--- src/rtl/serial_frame_rx_pkg.sv ---
// serial_frame_rx_pkg: constants and state encoding shared by the receiver,
// the matching transmitter and the parity checker benches.
package serial_frame_rx_pkg;
    localparam int   FRAME_DATA_BITS = 8;
    localparam logic LINE_IDLE       = 1'b1;

    typedef enum logic [2:0] {
        IDLE,
        START,
        DATA,
        PARITY,
        STOP,
        BREAK
    } rx_state_e;
endpackage

--- src/rtl/serial_frame_rx_sync_2ff.sv ---
// sync_2ff: two-flop synchroniser for one asynchronous input bit.
// Ports: clk, rst_n (async, active-low), d (async input), q (synchronised).
// RST_VAL sets the value both flops take in reset.
module sync_2ff #(
    parameter logic RST_VAL = 1'b0
) (
    input  logic clk,
    input  logic rst_n,
    input  logic d,
    output logic q
);
    logic meta_q, meta_d;
    logic sync_q, sync_d;

    always_comb begin
        meta_d = d;
        sync_d = meta_q;
    end

    always_ff @(posedge clk or negedge rst_n) begin
        if (!rst_n) begin
            meta_q <= RST_VAL;
            sync_q <= RST_VAL;
        end else begin
            meta_q <= meta_d;
            sync_q <= sync_d;
        end
    end

    assign q = sync_q;
endmodule

--- src/rtl/serial_frame_rx.sv ---
// serial_frame_rx: receives start + 8 data (LSB first) + parity + stop frames,
// validates framing and hands data/parity_bit on to the downstream checker.
// Ports: clk, rst_n (async, active-low), rx (async serial line, idle high),
// data/parity_bit (last good frame), frame_valid / framing_err (1-cycle
// pulses after the stop sample), busy (receiver not idle).
module serial_frame_rx
    import serial_frame_rx_pkg::*;
#(
    parameter int CLKS_PER_BIT = 16
) (
    input  logic                       clk,
    input  logic                       rst_n,
    input  logic                       rx,
    output logic [FRAME_DATA_BITS-1:0] data,
    output logic                       parity_bit,
    output logic                       frame_valid,
    output logic                       framing_err,
    output logic                       busy
);
    localparam int CW = $clog2(CLKS_PER_BIT);
    localparam logic [CW-1:0] HALF_LAST = CW'(CLKS_PER_BIT / 2 - 1);
    localparam logic [CW-1:0] BIT_LAST  = CW'(CLKS_PER_BIT - 1);
    localparam logic [2:0]    LAST_BIT  = 3'(FRAME_DATA_BITS - 1);

    logic                       rx_s;
    rx_state_e                  state_q, state_d;
    logic [CW-1:0]              cnt_q, cnt_d;
    logic [2:0]                 bit_q, bit_d;
    logic [FRAME_DATA_BITS-1:0] shift_q, shift_d;
    logic                       par_q, par_d;
    logic [FRAME_DATA_BITS-1:0] data_q, data_d;
    logic                       parity_bit_q, parity_bit_d;
    logic                       frame_valid_q, frame_valid_d;
    logic                       framing_err_q, framing_err_d;
    logic                       busy_q, busy_d;
    logic                       tick;
    logic                       stop_tick;

    sync_2ff #(.RST_VAL(LINE_IDLE)) u_sync_rx (
        .clk   (clk),
        .rst_n (rst_n),
        .d     (rx),
        .q     (rx_s)
    );

    // START waits half a bit to land on the start midpoint; later states
    // then sample a full bit period apart, i.e. at each bit's midpoint.
    assign tick      = cnt_q == (state_q == START ? HALF_LAST : BIT_LAST);
    assign stop_tick = state_q == STOP && tick;

    always_ff @(posedge clk or negedge rst_n) begin
        if (!rst_n) begin
            state_q       <= IDLE;
            cnt_q         <= '0;
            bit_q         <= '0;
            shift_q       <= '0;
            par_q         <= 1'b0;
            data_q        <= '0;
            parity_bit_q  <= 1'b0;
            frame_valid_q <= 1'b0;
            framing_err_q <= 1'b0;
            busy_q        <= 1'b0;
        end else begin
            state_q       <= state_d;
            cnt_q         <= cnt_d;
            bit_q         <= bit_d;
            shift_q       <= shift_d;
            par_q         <= par_d;
            data_q        <= data_d;
            parity_bit_q  <= parity_bit_d;
            frame_valid_q <= frame_valid_d;
            framing_err_q <= framing_err_d;
            busy_q        <= busy_d;
        end
    end

    always_comb begin
        state_d = state_q;
        case (state_q)
            IDLE:    state_d = rx_s != LINE_IDLE ? START : IDLE;
            START:   state_d = !tick ? START : rx_s == LINE_IDLE ? IDLE : DATA;
            DATA:    state_d = tick && bit_q == LAST_BIT ? PARITY : DATA;
            PARITY:  state_d = tick ? STOP : PARITY;
            STOP:    state_d = !tick ? STOP : rx_s == LINE_IDLE ? IDLE : BREAK;
            BREAK:   state_d = rx_s == LINE_IDLE ? IDLE : BREAK;
            default: state_d = IDLE;
        endcase
    end

    always_comb begin
        cnt_d   = (state_q == IDLE || state_q == BREAK || tick) ? '0 : cnt_q + 1'b1;
        bit_d   = state_q == IDLE ? 3'd0 : (state_q == DATA && tick) ? bit_q + 3'd1 : bit_q;
        shift_d = shift_q;
        if (state_q == DATA && tick)
            shift_d[bit_q] = rx_s;
        par_d         = (state_q == PARITY && tick) ? rx_s : par_q;
        frame_valid_d = stop_tick && rx_s;
        framing_err_d = stop_tick && !rx_s;
        data_d        = frame_valid_d ? shift_q : data_q;
        parity_bit_d  = frame_valid_d ? par_q : parity_bit_q;
        // Including the current state keeps busy high through the pulse cycle.
        busy_d        = state_q != IDLE || state_d != IDLE;
    end

    assign data        = data_q;
    assign parity_bit  = parity_bit_q;
    assign frame_valid = frame_valid_q;
    assign framing_err = framing_err_q;
    assign busy        = busy_q;
endmodule

--- config.mk ---
export PLATFORM = sky130hd
export DESIGN_NAME = serial_frame_rx
export DESIGN_NICKNAME = d
export VERILOG_FILES = /design/src/rtl/serial_frame_rx_pkg.sv /design/src/rtl/serial_frame_rx_sync_2ff.sv /design/src/rtl/serial_frame_rx.sv
export SDC_FILE = /design/constraint.sdc
export NUM_CORES = 1
export LEC_CHECK = 0
export CELL_PAD_IN_SITES_DETAIL_PLACEMENT = 2
export CELL_PAD_IN_SITES_GLOBAL_PLACEMENT = 2
export CORE_MARGIN = 4
export CORE_UTILIZATION = 34
export DETAILED_ROUTE_END_ITERATION = 7
export PLACE_DENSITY_LB_ADDON = 0.2
export RECOVER_POWER = 100
export SLEW_MARGIN = 40
export SYNTH_ARGS = -nofsm -noshare
export SYNTH_HDL_FRONTEND = slang
export SYNTH_HIERARCHICAL = 1
export SYNTH_SLANG_ARGS = --single-unit
--- constraint.sdc ---
create_clock -name clk -period 1.6 [get_ports clk]
set_input_delay 0.16 -clock clk [delete_from_list [all_inputs] [get_ports clk]]
set_output_delay 0.16 -clock clk [all_outputs]
set_load 0.1 [all_outputs]
# --- Word level (Yosys, flattened, before mapping) ---
# Cells that the tools add are included.
# Widths: inputs -> output; s select.
word_totals:
  word_cells: 53
  inputBits: 3
  out_inout_bits: 12
  ff_bits: 33
classes:
  magnitude_cmp: 2
  addsub: 2
  eq_ne: 7
  reduce_logical: 15
  mux: 15
ops:
  columns: ["cell", "n"]
  rows:
  - ["$pmux 3 s6", 1]
  - ["$mux 3", 5]
  - ["$eq 3x3->1 const B", 3]
  - ["$bwmux 8", 1]
  - ["$mux 4", 2]
  - ["$logic_and 1x1->1", 7]
  - ["$eq 3x2->1 const B", 2]
  - ["$reduce_bool 3->1", 2]
  - ["$add 4x1->4 const B", 1]
  - ["$eq 4x4->1", 1]
  - ["$lt 3x4->1 const B", 1]
  - ["$mux 2", 2]
  - ["$add 3x1->3 const B", 1]
  - ["$demux 1 s3", 1]
  - ["$eq 3x1->1 const B", 1]
  - ["$ge 3x1->1 const B", 1]
  - ["$logic_not 3->1", 1]
  - ["$logic_or 1x1->1", 3]
  - ["$mux 1", 3]
  - ["$reduce_bool 2->1", 1]
  - ["$logic_not 1->1", 1]

# --- Depth between registers and ports, before layout ---
# Gate-level depths: netlist of run 1.
logic_depth:
  word_depth: 8
  mapped_depth: 6
  ltp_nobuf: 5

# --- Modules after synthesis ---
# Netlist of run 1, hierarchy kept.
by_module_without_submodules:
  columns: ["mod", "seq_area_each_um2", "cells_per_inst", "n_inst", "area_each_um2"]
  rows:
  - ["serial_frame_rx", 775.7, 125, 1, 1495.2]
  - ["sync_2ff", 52.6, 2, 1, 52.6]

# --- Least setup slack after synthesis of run 1 ---
# No wires, ideal clock.
synth_timing:
  path_type: "register to register"
  start: "reg cnt_q[0]"
  end: "reg shift_q[2]"
  path_stages_with_launch: 7
  setup_slack_ns: 0.027
  setup_time_ns: 0.125
  arrival_ns: 1.449
  path_buffers: 2
  period_less_slack_ns: 1.573
  path_cell_list: "dfrtp_1 ha_1 and3_1 buf_6 buf_12 nand4_1 mux2_2"
synth_via:
  elab_chain_len: 2
synth_rtl:
  columns: ["item", "line", "rtl"]
  rows:
  - ["start: declaration", "serial_frame_rx.sv:27", "logic [CW-1:0] cnt_q, cnt_d;"]
  - ["start signal: assignment", "serial_frame_rx.sv:65", "cnt_q <= cnt_d;"]
  - ["$eq 4x4->1", "serial_frame_rx.sv:48", "assign tick = cnt_q == (state_q == START ? HALF_LAST : BIT_LAST);"]
  - ["$logic_and 1x1->1", "serial_frame_rx.sv:94", "if (state_q == DATA && tick)"]
  - ["end signal: assignment", "serial_frame_rx.sv:67", "shift_q <= shift_d;"]
  - ["end: declaration", "serial_frame_rx.sv:29", "logic [FRAME_DATA_BITS-1:0] shift_q, shift_d;"]
# Every way passes these cells.
# A chain may end at the register's enable or synchronous reset.

# --- Final worst setup path of run 1 ---
layout_timing:
  start: "reg cnt_q[0]"
  end: "reg par_q"
layout_via:
  elab_chain_len: 2
layout_rtl:
  columns: ["item", "line", "rtl"]
  rows:
  - ["$eq 4x4->1", "serial_frame_rx.sv:48", null]
  - ["$logic_and 1x1->1", "serial_frame_rx.sv:96", "par_d = (state_q == PARITY && tick) ? rx_s : par_q;"]
  - ["end signal: assignment", "serial_frame_rx.sv:68", "par_q <= par_d;"]
  - ["end: declaration", "serial_frame_rx.sv:30", "logic par_q, par_d;"]
# Every way passes these cells.

==> results of run 1 <==
==> layout by cell type, fill, tap and decap left out, types with 3 or more instances in the layout <==
cell type   n
dfrtp_1    31
nand2b_1    3
nand3_1     7
nand2_1     3
a21oi_1     3
nand4_1     6
mux2_2     18
buf_4      15
nand4b_1    5
nor2_1      3
clkbuf_2   13
inv_1       3
o21ai_0     5
clkbuf_8    6
==> worst max-delay path: cells and delay by family, from the launching register on <==
| family | cells | cell delay, ns |
|---|---|---|
| flip-flops | 1 | 0.36 |
| AND/OR/NAND/NOR | 2 | 0.38 |
| adder cells (fa/ha/maj) | 1 | 0.18 |
| buffers and inverters | 1 | 0.15 |
| multiplexers | 1 | 0.34 |
==> metrics by stage <==
step	instance area, µm²	cells
finish	1920	209
global route	1920	209
CTS	2060	208
detailed placement	1940	200
global placement	1940	200
floorplan	1550	127
==> sequential cells by signal, summed over array words and instances, names as in the netlist <==
name	cells
data	8
u_sync_rx/q	1
framing_err	1
cnt_q	4
bit_q	3
par_q	1
frame_valid	1
u_sync_rx/meta_q	1
shift_q	8
state_q	3
parity_bit	1
busy	1
==> cells in the mapped netlist (2+ instances only) <==
cell,n,area (µm²)
nand3_1,7,35.0
ha_1,3,37.5
dfstp_2,2,52.6
nand4_1,6,37.5
a21oi_1,3,15.0
nor2_1,4,15.0
or3_1,2,12.5
o21ai_0,5,25.0
nand2_1,3,11.3
buf_2,6,30.0
mux2_2,18,203
dfrtp_1,31,776
nor3b_1,2,15.0
nand2b_1,3,18.8
nand4b_1,5,43.8
nor3_1,2,10.0
inv_1,3,11.3
a32o_1,2,20.0
nor4_1,3,18.8
and3_1,2,12.5
==> cell families after synthesis <==
| logic type | count (synthesis) | share of synthesized area [%] |
|---|---|---|
| muxes | 19 | 13.7 |
| xor gates and xnor gates | 2 | 1.13 |
| adders and majority gates | 3 | 2.43 |
| AOI/OAI and AO/OA | 14 | 5.98 |
| buffers and inverters | 13 | 5.42 |
| and+or+nand+nor | 43 | 17.8 |
| DFF | 33 | 53.5 |
==> worst paths after layout <==
check | startpoint | end | slack (ns) | depth (start not counted)
max in group asynchronous | rst_n | data[4] | 0.57 | 2
hold / removal | u_sync_rx/meta_q | u_sync_rx/q | 0.36 | 0
setup reg to reg | cnt_q[0] | par_q | 0.07 | 5
setup / recovery | cnt_q[0] | par_q | 0.07 | 5
min in group asynchronous | rst_n | shift_q[7] | 0.51 | 2
hold reg to reg | u_sync_rx/meta_q | u_sync_rx/q | 0.36 | 0
==> what timing repair did <==
action | in CTS | in global routing
cloned | 0 | 1
endpoints found under the setup margin | 3 | 14
hold buffers | 0 | 0
resized for setup | 1 | 7
pin swaps | 1 | 0
==> power groups by stage <==
stage               sequential (µW)  clock (µW)  combinational (µW)
floorplan                      1020           0                 446
global placement               1040           0                 718
detailed placement             1040           0                 772
CTS                            1030         828                 792
global route                   1050         872                 892
finish                         1030         807                 799
==> final cells by class <==
| class | count | area, µm² | share of cell area [%] |
|---|---|---|---|
| Sequential cell | 33 | 828 | 43.1 |
| Multi-Input combinational cell | 82 | 684 | 35.6 |
| Timing Repair Buffer | 31 | 218 | 11.3 |
| Clock buffer | 7 | 86.3 | 4.49 |
| Tap cell | 52 | 65.1 | 3.38 |
| Clock inverter | 1 | 30.0 | 1.56 |
| Inverter | 3 | 11.3 | 0.586 |
==> layer usage <==
metal / part of all wire (%) / up-vias / track usage [%] / wire length (µm)
met2: 50 / 16 / 23.8 / 1970
met3: 3.7 / 6 / 4.22 / 145
li1: - / 524 / - / -
met4: 1.4 / 0 / 5.24 / 55
met1: 45 / 577 / 20.3 / 1760
met5: 0 / - / 0 / 0
==> flow_summary_export.csv, run 1 <==
group,metric,value,unit
timing,fmax,0.654,GHz
finish,nets,162,
die,ios,15,
logic_synthesis,synth_edf_count,0,
global_route,grt_pass1_vias,1223,
global_route,overflow,0,
timing,min_period,1.53,ns
setup_path,cpPeakStageDelay,0.36,ns
place,globalplace.congestion,0.811,
logic_synthesis,yosysUniqueCellTypes,35,
route,vias,1123,
global_route,grt_pass1_wl,6380,µm
route,dr.pass1.iters,4,
finish,antenna_cells,0,
clock_network,clk_latency,0.29,ns
timing,setup_viol,0,
setup_path,cpMaxStageDelayCell,"dfrtp_1",
setup_path,cp_max_fo,19,
logic_synthesis,synthesis.instances,127,
setup_path,crit_arrival,1.70,ns
outcome,outcome,"complete, no violations",
setup_path,path_cells,"ha_2 > and3_4 > buf_12 > and3_4 > mux2_2",
clock_network,cts_tree,"done",
clock_network,cts_buffer_depth,2,
clock_network,cts_max_level,2,
global_route,grt_util_all_layers,15.2,%
timing,rsz0062_at_grt,"true",
clock_network,clk_pin_slew_worst_paths,0.06,ns
finish,drive_above_1_share,41.4,%
timing,fin_ws,0.0716,ns
logic_synthesis,ys.warnings.count,6,
pwr,power.internal,1790,µW
place,dp_hpwl,2700,µm
route,ant_nets,0,
pwr,ir_drop,0.000998,V
clock_network,cts-root-buf,"clkbuf_8",
setup_path,cp-start-kind,"flip-flop",
pwr,clockPowerShare,30.6,%
pwr,swShare,32.3,%
clock_network,cts_buffers,5,
route,drt_iter0_drc,45,
global_route,grt_max_degree,34,
die,core,4380,µm²
setup_path,required,1.77,ns
logic_synthesis,ys_seq_elements,33,
clock_network,post-cts-setup-buffers,0,
route,wl_per_cell,18.8,µm
min_path,hp-class,"flip-flop to flip-flop",
pwr,power_density,1370,nW/µm²
route,routed_via_density,5.37,
clock_network,clock-sinks,33,
die,die_height,75.5,µm
timing,drv_slew,0,
timing,finalCritPeriodShare,95.5,%
die,fp-row-count,24,
die,fp.dieArea,5700,µm²
setup_path,end_kind,"flip-flop",
flow_run,maxCapViolCount,0,
timing,hold_violations,0,
logic_synthesis,synthArstFlopShare,100,%
place,place_ws,0.00569,ns
finish,syn2layout_area_growth,24.3,%
timing,skew,0.00482,ns
die,die_x,75.5,µm
global_route,antenna_found_initial,0,
setup_path,cpMostUsedCell,"and3_4",
logic_synthesis,ys.flop_type,"dfrtp_1",
die,initial_core_util,35.3,%
pwr,switchingPower,851,µW
pwr,fin_total_pwr,2640,µW
logic_synthesis,syn_avg_cell_area,12.2,µm²
finish,utilization,43.9,%
pwr,combPwrFrac,30.3,%
logic_synthesis,ys_seq_area_share,53.5,%
pwr,p_seq_share,39.1,%
route,wl,3930,µm
logic_synthesis,synthesis.area,1550,µm²
place,port_buffers,14,
logic_synthesis,syn_nets,133,
route,remaining_drc_errors,0,
timing,fin_tns_setup,0,ns
timing,hold_ws,0.361,ns
pwr,p_leak,0.000921,µW
timing,worst_slew_pin_slew,0.843,ns
finish,n_fill_cell,462,
setup_path,path_class,"flip-flop to flip-flop",
timing,max-slew-margin-rel,43.8,%
Power figures use the tool's default switching activity.
==> run 2: changes to the inputs <==
--- a/config.mk
+++ b/config.mk
@@ -17,3 +17,2 @@
 export SYNTH_HDL_FRONTEND = slang
-export SYNTH_HIERARCHICAL = 1
 export SYNTH_SLANG_ARGS = --single-unit
==> constraint.sdc (replaced) <==
create_clock -name clk -period 1.6 [get_ports clk]
set_input_delay 0.4 -clock clk [delete_from_list [all_inputs] [get_ports clk]]
set_output_delay 0.4 -clock clk [all_outputs]
set_load 0.1 [all_outputs]
==> run 2 against run 1 <==
Sequential power rose by 4%; sequential cell count did not move; wire length fell by 1.2%; critical endpoint is now shift_q[0]; highest routed layer unchanged.
==> flow_summary_export.csv, run 2 <==
group,metric,value,unit
outcome,outcome,"complete, no violations",
clock_network,post-cts-setup-buffers,0,
route,routed_via_density,5.47,
setup_path,required,1.77,ns
timing,min_period,1.53,ns
place,place_ws,-0.0317,ns
pwr,ir_drop,0.000605,V
timing,finalCritPeriodShare,95.9,%
route,vias,1126,
logic_synthesis,synthArstFlopShare,100,%
finish,syn2layout_area_growth,20.9,%
route,wl_per_cell,18.8,µm
global_route,overflow,0,
setup_path,crit_family,"simple AND/OR/NAND/NOR gates",
clock_network,clock-sinks,33,
setup_path,crit_buf_inv,0,
timing,rsz0062_at_grt,"false",
logic_synthesis,synth.most_common_cell,"dfrtp_1",
die,ios,15,
logic_synthesis,ys.warnings.count,0,
logic_synthesis,yosys.area.top_type,"dfrtp_1",
timing,hold_ws,0.358,ns
logic_synthesis,syn_avg_cell_area,12.3,µm²
die,fp.dieArea,5740,µm²
setup_path,cp-start-kind,"flip-flop",
logic_synthesis,synthesis.instances,127,
finish,layout_commonest_cell,"dfrtp_1",
finish,drive_above_1_share,44.2,%
global_route,antenna_found_initial,0,
clock_network,cts_buffer_depth,2,
die,initial_core_util,35.4,%
timing,max-slew-margin-rel,42.3,%
place,dp_hpwl,2690,µm
setup_path,cpMaxStageDelayCell,"dfrtp_1",
setup_path,path_class,"flip-flop to flip-flop",
flow_run,maxCapViolCount,0,
pwr,fin_total_pwr,2400,µW
place,dp.cells,198,
setup_path,cpPeakStageDelay,0.43,ns
timing,fin_ws,0.0662,ns
pwr,power_density,1270,nW/µm²
route,drt_iter0_drc,35,
clock_network,ctsHoldBuffers,0,
setup_path,crit_arrival,1.71,ns
clock_network,clk_pin_slew_worst_paths,0.07,ns
logic_synthesis,ys_seq_elements,33,
timing,setup_viol,0,
die,die_x,75.8,µm
timing,hold_violations,0,
timing,fmax,0.652,GHz
logic_synthesis,yosys-top-cells-count,"dfrtp_1 (31), mux2_2 (18), nand3_1 (7)",
min_path,hp-class,"flip-flop to flip-flop",
timing,skew,0.00861,ns
place,globalplace.congestion,0.775,
clock_network,cts_buffers,5,
logic_synthesis,synth_top_area_share,49.6,%
place,port_buffers,14,
global_route,grt_max_degree,34,
clock_network,cts_max_level,2,
global_route,grt_pass1_vias,1257,
setup_path,end_kind,"flip-flop",
logic_synthesis,ys.flop_type,"dfrtp_1",
logic_synthesis,ys_seq_area_share,53.0,%
logic_synthesis,synth.area.top_cells,"dfrtp_1 (50%), mux2_2 (13%), dfstp_2 (3.4%), nor4b_2 (2.9%), ha_1 (2.4%)",
route,remaining_drc_errors,0,
logic_synthesis,yosysUniqueCellTypes,39,
die,fp-row-count,24,
logic_synthesis,syn_nets,133,
timing,worst_slew_pin_slew,0.866,ns
die,die_height,75.8,µm
route,dr.pass1.iters,4,
timing,fin_tns_setup,0,ns
finish,layout_common_cells,"dfrtp_1 (29), mux2_2 (18), buf_4 (12)",
route,ant_nets,0,
finish,nets,159,
global_route,grt_pass1_wl,6450,µm
setup_path,cp_max_fo,5,
timing,drv_slew,0,
global_route,grt_util_all_layers,15.2,%
die,core,4410,µm²
clock_network,clk_latency,0.29,ns
route,wl,3880,µm
clock_network,cts-root-buf,"clkbuf_8",
finish,antenna_cells,0,
finish,stdcell_count,206,
setup_path,path_cells,"or2_2 > nor4b_2 > mux2_2",
clock_network,cts_tree,"done",
pwr,p_leak,0.000882,µW
logic_synthesis,synth_edf_count,0,
logic_synthesis,synthesis.area,1560,µm²
[run 2: stage by stage]
stage / utilization, % / area, µm²
detailed placement: 44.2 / 1950
finish: 42.8 / 1890
CTS: 46.2 / 2040
floorplan: - / 1560
global route: 42.8 / 1890
global placement: 44.2 / 1950
[run 2: cell type report]
class / instances / area [µm²]
fill: 454 / 2520
sequential: 33 / 831
multi-input combinational: 84 / 711
timing repair buffer: 27 / 193
clock buffer: 6 / 72.6
tap: 52 / 65.1
clock inverter: 2 / 10.0
inverter: 2 / 7.51
[run 2: path summary, 6_finish.rpt]
kind | start | cells past startpoint | to | slack, ns
worst max-delay path | state_q[0] | 3 | shift_q[0] | 0.07
worst min-delay path | u_sync_rx.meta_q | 0 | u_sync_rx.q | 0.36
worst max register to register | state_q[0] | 3 | shift_q[0] | 0.07
worst min register to register | u_sync_rx.meta_q | 0 | u_sync_rx.q | 0.36
max in group asynchronous | rst_n | 2 | cnt_q[3] | 0.25
min in group asynchronous | rst_n | 2 | data[7] | 0.75
[run 2: where the power goes]
part           internal [µW]  switching (µW)
combinational            309             399
sequential               930             142
clock                    301             315
total                   1540             855
[run 2: kinds of logic after synthesis]
logic type / share of synthesized area [%]
xor+xnor: 1.12
compound gates: 5.28
buf+inv: 3.44
fa+ha+maj: 2.40
mux: 13.6
flops: 53.0
simple gates: 21.1
[run 2: per-layer routing]
layer | vias up | track usage, % | routed length (µm)
li1 | 515 | - | -
met1 | 587 | 18.7 | 1720
met2 | 18 | 25.5 | 1940
met3 | 6 | 3.96 | 167
met4 | 0 | 5.83 | 61
met5 | - | 0 | 0
[run 2: repair_timing]
| action | 4_1_cts | 5_1_grt |
|---|---|---|
| resized for setup | 3 | 9 |
| endpoints found under the hold margin | 0 | 0 |
| endpoints found under the setup margin | 10 | 21 |
